$ cat src/rtl/program_loader.sv
// Byte-stream program loader: assembles big-endian 32-bit words from a valid/ready stream,
// writes them to instruction memory, then launches the processor and waits for it to finish.
module program_loader #(
  parameter int unsigned INSTR_BIT = 8
) (
  input  logic                 CLK,
  input  logic                 RST,
  input  logic                 in_valid,
  input  logic [7:0]           in_data,
  output logic                 in_ready,
  output logic                 imem_we,
  output logic [INSTR_BIT-1:0] imem_addr,
  output logic [31:0]          imem_wdata,
  output logic                 St,
  input  logic                 proc_done,
  output logic                 busy,
  output logic                 err,
  output logic [15:0]          words_loaded
);

  localparam int unsigned MAX_WORDS = (32'd1 << INSTR_BIT) >> 2;
  localparam int unsigned CNT_W     = 16;

  typedef enum logic [2:0] {
    S_IDLE,
    S_HDR1,
    S_LOAD,
    S_DRAIN,
    S_START,
    S_RUN
  } state_e;

  state_e               state_q, state_d;
  logic [CNT_W-1:0]     n_q, n_d;
  logic [1:0]           byte_cnt_q, byte_cnt_d;
  logic [CNT_W-1:0]     word_cnt_q, word_cnt_d;
  logic [23:0]          asm_q, asm_d;
  logic                 in_ready_q, in_ready_d;
  logic                 imem_we_q, imem_we_d;
  logic [INSTR_BIT-1:0] imem_addr_q, imem_addr_d;
  logic [31:0]          imem_wdata_q, imem_wdata_d;
  logic                 st_q, st_d;
  logic                 busy_q, busy_d;
  logic                 err_q, err_d;
  logic [CNT_W-1:0]     words_loaded_q, words_loaded_d;

  logic                 accept;
  logic [CNT_W-1:0]     n_full;
  logic [CNT_W-1:0]     word_next;
  logic                 last_word;

  assign accept    = in_valid & in_ready_q;
  assign n_full    = {n_q[15:8], in_data};
  assign word_next = word_cnt_q + 16'd1;
  // 17-bit compare so the increment cannot alias when N is at its 16-bit maximum.
  assign last_word = ((17'(word_cnt_q) + 17'd1) == 17'(n_q));

  always_ff @(posedge CLK or negedge RST) begin
    if (!RST) begin
      state_q        <= S_IDLE;
      n_q            <= '0;
      byte_cnt_q     <= '0;
      word_cnt_q     <= '0;
      asm_q          <= '0;
      in_ready_q     <= 1'b0;
      imem_we_q      <= 1'b0;
      imem_addr_q    <= '0;
      imem_wdata_q   <= '0;
      st_q           <= 1'b0;
      busy_q         <= 1'b0;
      err_q          <= 1'b0;
      words_loaded_q <= '0;
    end else begin
      state_q        <= state_d;
      n_q            <= n_d;
      byte_cnt_q     <= byte_cnt_d;
      word_cnt_q     <= word_cnt_d;
      asm_q          <= asm_d;
      in_ready_q     <= in_ready_d;
      imem_we_q      <= imem_we_d;
      imem_addr_q    <= imem_addr_d;
      imem_wdata_q   <= imem_wdata_d;
      st_q           <= st_d;
      busy_q         <= busy_d;
      err_q          <= err_d;
      words_loaded_q <= words_loaded_d;
    end
  end

  always_comb begin
    state_d        = state_q;
    n_d            = n_q;
    byte_cnt_d     = byte_cnt_q;
    word_cnt_d     = word_cnt_q;
    asm_d          = asm_q;
    imem_we_d      = 1'b0;
    imem_addr_d    = imem_addr_q;
    imem_wdata_d   = imem_wdata_q;
    err_d          = err_q;
    words_loaded_d = words_loaded_q;

    unique case (state_q)
      S_IDLE: begin
        if (accept) begin
          n_d[15:8]      = in_data;
          err_d          = 1'b0;
          words_loaded_d = '0;
          state_d        = S_HDR1;
        end
      end
      S_HDR1: begin
        if (accept) begin
          n_d[7:0]   = in_data;
          byte_cnt_d = '0;
          word_cnt_d = '0;
          if (n_full == '0) begin
            state_d = S_IDLE;
          end else if (32'(n_full) > MAX_WORDS) begin
            err_d   = 1'b1;
            state_d = S_DRAIN;
          end else begin
            state_d = S_LOAD;
          end
        end
      end
      S_LOAD: begin
        if (accept) begin
          asm_d      = {asm_q[15:0], in_data};
          byte_cnt_d = byte_cnt_q + 2'd1;
          if (byte_cnt_q == 2'd3) begin
            imem_we_d      = 1'b1;
            imem_addr_d    = INSTR_BIT'({word_cnt_q, 2'b00});
            imem_wdata_d   = {asm_q, in_data};
            words_loaded_d = word_next;
            word_cnt_d     = word_next;
            if (last_word) begin
              state_d = S_START;
            end
          end
        end
      end
      S_DRAIN: begin
        // {word_cnt, byte_cnt} acts as one byte counter running to 4*N.
        if (accept) begin
          byte_cnt_d = byte_cnt_q + 2'd1;
          if (byte_cnt_q == 2'd3) begin
            word_cnt_d = word_next;
            if (last_word) begin
              state_d = S_IDLE;
            end
          end
        end
      end
      S_START: begin
        state_d = S_RUN;
      end
      S_RUN: begin
        if (proc_done) begin
          state_d = S_IDLE;
        end
      end
      default: begin
        state_d = S_IDLE;
      end
    endcase

    in_ready_d = (state_d == S_IDLE) || (state_d == S_HDR1) ||
                 (state_d == S_LOAD) || (state_d == S_DRAIN);
    busy_d     = (state_d != S_IDLE);
    st_d       = (state_d == S_START);
  end

  assign in_ready     = in_ready_q;
  assign imem_we      = imem_we_q;
  assign imem_addr    = imem_addr_q;
  assign imem_wdata   = imem_wdata_q;
  assign St           = st_q;
  assign busy         = busy_q;
  assign err          = err_q;
  assign words_loaded = words_loaded_q;

endmodule

$ cat config.mk
export PLATFORM = sky130hd
export DESIGN_NAME = program_loader
export DESIGN_NICKNAME = d
export VERILOG_FILES = /design/src/rtl/program_loader.sv
export SDC_FILE = /design/constraint.sdc
export NUM_CORES = 1
export LEC_CHECK = 0
export CORE_UTILIZATION = 40
export CTS_CLUSTER_SIZE = 10
export DETAILED_ROUTE_END_ITERATION = 10
export PLACE_DENSITY = 0.61
export SETUP_SLACK_MARGIN = 0.5
export SYNTH_ARGS = -nofsm -noshare
export SYNTH_HDL_FRONTEND = slang
export SYNTH_SLANG_ARGS = --single-unit
$ cat constraint.sdc
create_clock -name CLK -period 3.2 [get_ports CLK]
set_clock_uncertainty 0.15 [all_clocks]
set_input_delay 0.32 -clock CLK [delete_from_list [all_inputs] [get_ports CLK]]
set_output_delay 0.32 -clock CLK [all_outputs]
set_load 0.1 [all_outputs]
# Word level (Yosys, flattened, before mapping)
# Cells that the tools add are included.
[op_classes]
addsub = 3
n_lt_le_gt_ge = 1
n_eq_ne = 19
muxes = 28
bitwise_logic = 1
reduce_logical = 19
[ops]
columns = ["op", "n"]
rows = [
  ["16-bit case mux with 2 select lines", 2],
  ["16-bit 2-to-1 mux", 3],
  ["3-bit 2-to-1 mux", 9],
  ["3-bit case mux with 6 select lines", 1],
  ["16-bit by 1-bit adder with 17-bit output, second input constant", 1],
  ["17-bit by 16-bit == test with 1-bit output", 1],
  ["16-bit by 1-bit adder with 16-bit output, second input constant", 1],
  ["16-bit by 7-bit greater-than comparator with 1-bit output, second input constant", 1],
  ["16-bit zero test", 1],
  ["3-bit by 2-bit == test with 1-bit output, second input constant", 4],
  ["2-bit != test, second input constant", 6],
  ["3-bit == test, second input constant", 3],
  ["1-bit 2-to-1 mux", 8],
  ["4-bit AND reduction", 2],
  ["3-bit by 1-bit == test with 1-bit output, second input constant", 2],
  ["3-bit zero test", 2],
  ["2-bit 2-to-1 mux", 3],
  ["2-bit AND reduction", 3],
  ["3-bit AND reduction", 2],
  ["2-bit nonzero test", 3],
  ["5-bit AND reduction", 1],
  ["2-bit by 1-bit != test with 1-bit output, second input constant", 2],
  ["2-bit case mux with 2 select lines", 1],
  ["1-bit logical OR", 3],
  ["other kinds (6)", 6],
]
[totals]
regBits = 120
word_cells = 85

# Depth between registers and ports, before layout
[logic_depth]
depth_word = 10
ltp_mapped = 9

# Least setup slack after synthesis
# No wires, ideal clock.
[synth_path]
kind = "register to register"
from = "register in_ready_q, in the netlist in_ready"
to = "register st_q, in the netlist St"
setup_ps = 80
arrival_time_ps = 2849
required_ps = 2970
setup_slack_ps = 121
stages_incl_launch_ff = 8
path_buffers = 0
period_less_slack_ps = 3079
cell_sequence = "dfrtp_1 nand3_1 nor4_1 o311a_1 nand4_1 or4_4 or4b_4 nor3_2"
[synth_between]
elab_chain_cells = 4
[synth_lines]
columns = ["element", "line", "text"]
rows = [
  ["start, declared", "38", "logic in_ready_q, in_ready_d;"],
  ["start signal, assigned", "79", "in_ready_q <= in_ready_d;"],
  ["1-bit bitwise AND (*)", "52", "assign accept = in_valid & in_ready_q;"],
  ["3-bit 2-to-1 mux, on equally long branches", "-", ""],
  ["3-bit case mux with 6 select lines (*)", "102", "unique case (state_q)"],
  ["3-bit == test (*)", "170", "st_d = (state_d == S_START);"],
  ["via st_d", "42", "logic st_q, st_d;"],
  ["end signal, assigned", "83", "st_q <= st_d;"],
  ["end, declared", "42", ""],
]
# The timed path passes the listed nets; every way through them passes the cells marked *.
# A chain may end at the register's enable or synchronous reset.

# Final worst setup path
[layout_path]
from = "register word_cnt_q[7]"
to = "register st_q, in the netlist St"
[layout_between]
elab_chain_cells = 7
[layout_lines]
columns = ["element", "line", "text"]
rows = [
  ["start, declared", "36", "logic [CNT_W-1:0] word_cnt_q, word_cnt_d;"],
  ["start signal, assigned", "77", "word_cnt_q <= word_cnt_d;"],
  ["16-bit by 1-bit adder with 17-bit output (*)", "56", "assign last_word = ((17'(word_cnt_q) + 17'd1) == 17'(n_q));"],
  ["17-bit by 16-bit == test with 1-bit output (*)", "56", ""],
  ["3-bit 2-to-1 mux, on equally long branches", "148, 136", ""],
  ["3-bit 2-to-1 mux, on equally long branches", "146, 130", ""],
  ["3-bit 2-to-1 mux, on equally long branches", "144, 127", ""],
  ["3-bit case mux with 6 select lines (*)", "102", ""],
  ["3-bit == test (*)", "170", ""],
  ["via st_d", "42", ""],
]
# Marked as above.

==> results.tsv <==
metric	value	unit
drt_iter0_drc	222	
synth_area_leaders	dfrtp_1, mux2_2, o21ai_0, nand2_1, xnor2_1	
min_to	err	
route.detailed.drc	0	
grt_usage	19.5	%
ys_seq_area_share	53.1	%
postRouteAntennaNets	0	
num_vias	4091	
worst-r2r-cell-count	7	
critPathMaxStageDelay	0.59	ns
p_leak	3.19	nW
die_width	121	um
synth_cell_type_count	58	
cp_slowest_cell	or4_4	
netlist_area	0.00565	mm^2
final_common_cell	dfrtp_1	
worstSetupStartpointType	flop	
synth_cells	485	
crit_top_cell	nand4_1	
yosysTopAreaCellShare	53.1	%
max_freq	361	MHz
slew_headroom	33.9	%
core	0.0138	mm^2
setup_ws	0.428	ns
firstDrtPassIters	4	
min-delay-start	err	
cp.required	3.39	ns
drt-total-wl	13400	um
synth_edf_count	0	
rsz0062_at_grt	yes	
finalSetupViolCount	0	
swShare	45.8	%
run_status	finished clean	
cts_tree	built	
final_cells	774	
clockPowerShare	23.1	%
hold_violations	0	
cts_inserted_buffers	17	
worst_pin_slew	0.988	ns
start_util	40.9	%
fillCellCount	1218	
overflow	0	
syn-mean-instance-area	11.7	um^2
async_flop_share	100	%
hold_path_class	flop to flop	
final_cell_mix	dfrtp_1, mux2_2, buf_4, nand2_1, o21ai_0	
dp_hpwl	9270	um
worst-path-buf-inv	1	
clock_tree.htree_level_count	4	
fin_setup_tns	0	ns
multi_input_area	0.00255	mm^2
cts_root_buf	clkbuf_16	
crit_path_start	word_cnt_q[7]	
holdWs	0.329	ns
cts.sinks	120	
rrSetupSlack	0.43	ns
vdd_drop_max	0.817	mV
arrival	2.96	ns
yosysTopAreaCell	dfrtp_1	
n_antenna_cell	0	
via_per_inst	5.29	
die_y	121	um
timing.rr.end	St	
cp_max_fo	9	
post-place-ws	0.154	ns
yosys_warnings	0	
crit_family	simple AND/OR/NAND/NOR gates	
cts.clk_slew.worst_paths	0.06	ns
wl_per_cell	17.4	um
fp-row-count	43	
ys_seq_elements	120	
hold_path_depth	1	
crit_chain	buf_4 -> nand4_1 -> o311ai_1 -> nand4_1 -> or4_4 -> or4b_4 -> nor3_2	
antenna_found_initial	0	
ioPinCount	73	
place_congestion	0.879	
cap_viol_max_count	0	
layout-drive-gt1-share	37.4	%
grt_pass1_wl	21700	um
critPathCaptureType	flop	
dp_cells	726	
insertion_delay	0.41	ns
port_buffers	70	
grt_max_degree	53	
period_share	86.6	%
post-route-min-period	2.77	ns
register_area	0.00302	mm^2
slew_viol_final	0	
comb_power_share	45.4	%
clk_path_buf_depth	2	
powerDensity	1100	mW/mm^2
post-route-util	53.3	%
critical_path_class	flop to flop	
nets	596	
fp.dieArea	0.0146	mm^2
synth_top_flop_cell	dfrtp_1	
p_seq_share	31.5	%
p_int	0.00437	W
syn_to_final_growth	30.3	%
timing.rr.start	word_cnt_q[7]	
grt_pass1_vias	3960	
switching_power	0.00370	W
[per-layer routing]
metal / vias to the layer above / global-route usage [%] / wire length, um / share of wire [%]
met5: - / 0 / 0 / 0
met4: 0 / 7.56 / 196 / 1.5
met3: 16 / 5.40 / 642 / 4.8
met2: 105 / 28.9 / 6280 / 47
met1: 2042 / 27.1 / 6330 / 47
li1: 1928 / - / - / -
[stage by stage]
step	power, W	instance area, um^2
3_3_place_gp	0.00604	6510
6_report	0.00807	7370
5_1_grt	0.00843	7370
2_1_floorplan	0.00520	5680
4_1_cts	0.00806	7200
3_5_place_dp	0.00609	6510
[registers in the layout (all words and copies together), names as in the netlist]
signal,cells
err,1
word_cnt_q,16
n_q,16
imem_addr,6
imem_wdata,32
state_q,3
busy,1
in_ready,1
words_loaded,16
byte_cnt_q,2
imem_we,1
St,1
asm_q,24
[cells in the mapped netlist, types with 3 or more instances]
master	number
clkbuf_1	16
nand3_1	23
a211oi_1	3
mux2i_1	3
a221oi_1	3
xnor2_1	19
dfrtp_1	120
a21oi_1	6
mux2_2	76
nor2_1	14
a21o_1	3
clkbuf_8	3
nand4_1	7
nor3_1	8
inv_1	9
o31ai_1	6
nand3_2	3
xor2_1	7
nor4_1	7
buf_2	3
and3_1	4
o21ai_0	45
nand2_1	48
buf_6	7
[power by group through the flow]
stage          combinational [W]  clock, W  sequential, W
2_1_floorplan            0.00107         0        0.00413
3_3_place_gp             0.00352         0        0.00253
3_5_place_dp             0.00354         0        0.00255
4_1_cts                  0.00362   0.00190        0.00253
5_1_grt                  0.00382   0.00198        0.00263
6_report                 0.00367   0.00186        0.00254
[worst max path at each step]
stage                to  cells past startpoint
2_1_floorplan        St                      8
3_3_place_gp   in_ready                      8
3_5_place_dp   in_ready                      7
4_1_cts              St                      8
5_1_grt              St                      8
6_report             St                      7
[final cells by class]
class,instances,area share [%]
Clock buffer,17,5.77
Clock inverter,14,2.02
Inverter,9,0.459
Multi-Input combinational cell,325,34.6
Sequential cell,120,41.0
Tap cell,180,3.06
Timing Repair Buffer,109,13.2
[what timing repair did]
| action | 4_1_cts | 5_1_grt |
|---|---|---|
| buffers inserted | 5 | 11 |
| hold buffers | 1 | 0 |
| endpoints found under the setup margin | 6 | 6 |
| endpoints found under the hold margin | 51 | 0 |
| pin swaps | 6 | 6 |
| resized for setup | 15 | 15 |
[worst register-to-register path, cell delays in order (launching register included)]
cell	delay (ns)
dfrtp_1	0.39
buf_4	0.20
nand4_1	0.27
o311ai_1	0.37
nand4_1	0.14
or4_4	0.59
or4b_4	0.50
nor3_2	0.10
[logic make-up after synthesis]
group,share of synthesized area [%]
and+or+nand+nor,13.2
adders and majority gates,0.443
DFF,53.1
AOI/OAI and AO/OA,8.94
other,0.0663
xor gates and xnor gates,4.03
buffers and inverters,4.58
muxes,15.7
Note: power is estimated with default switching activity, not from simulation.
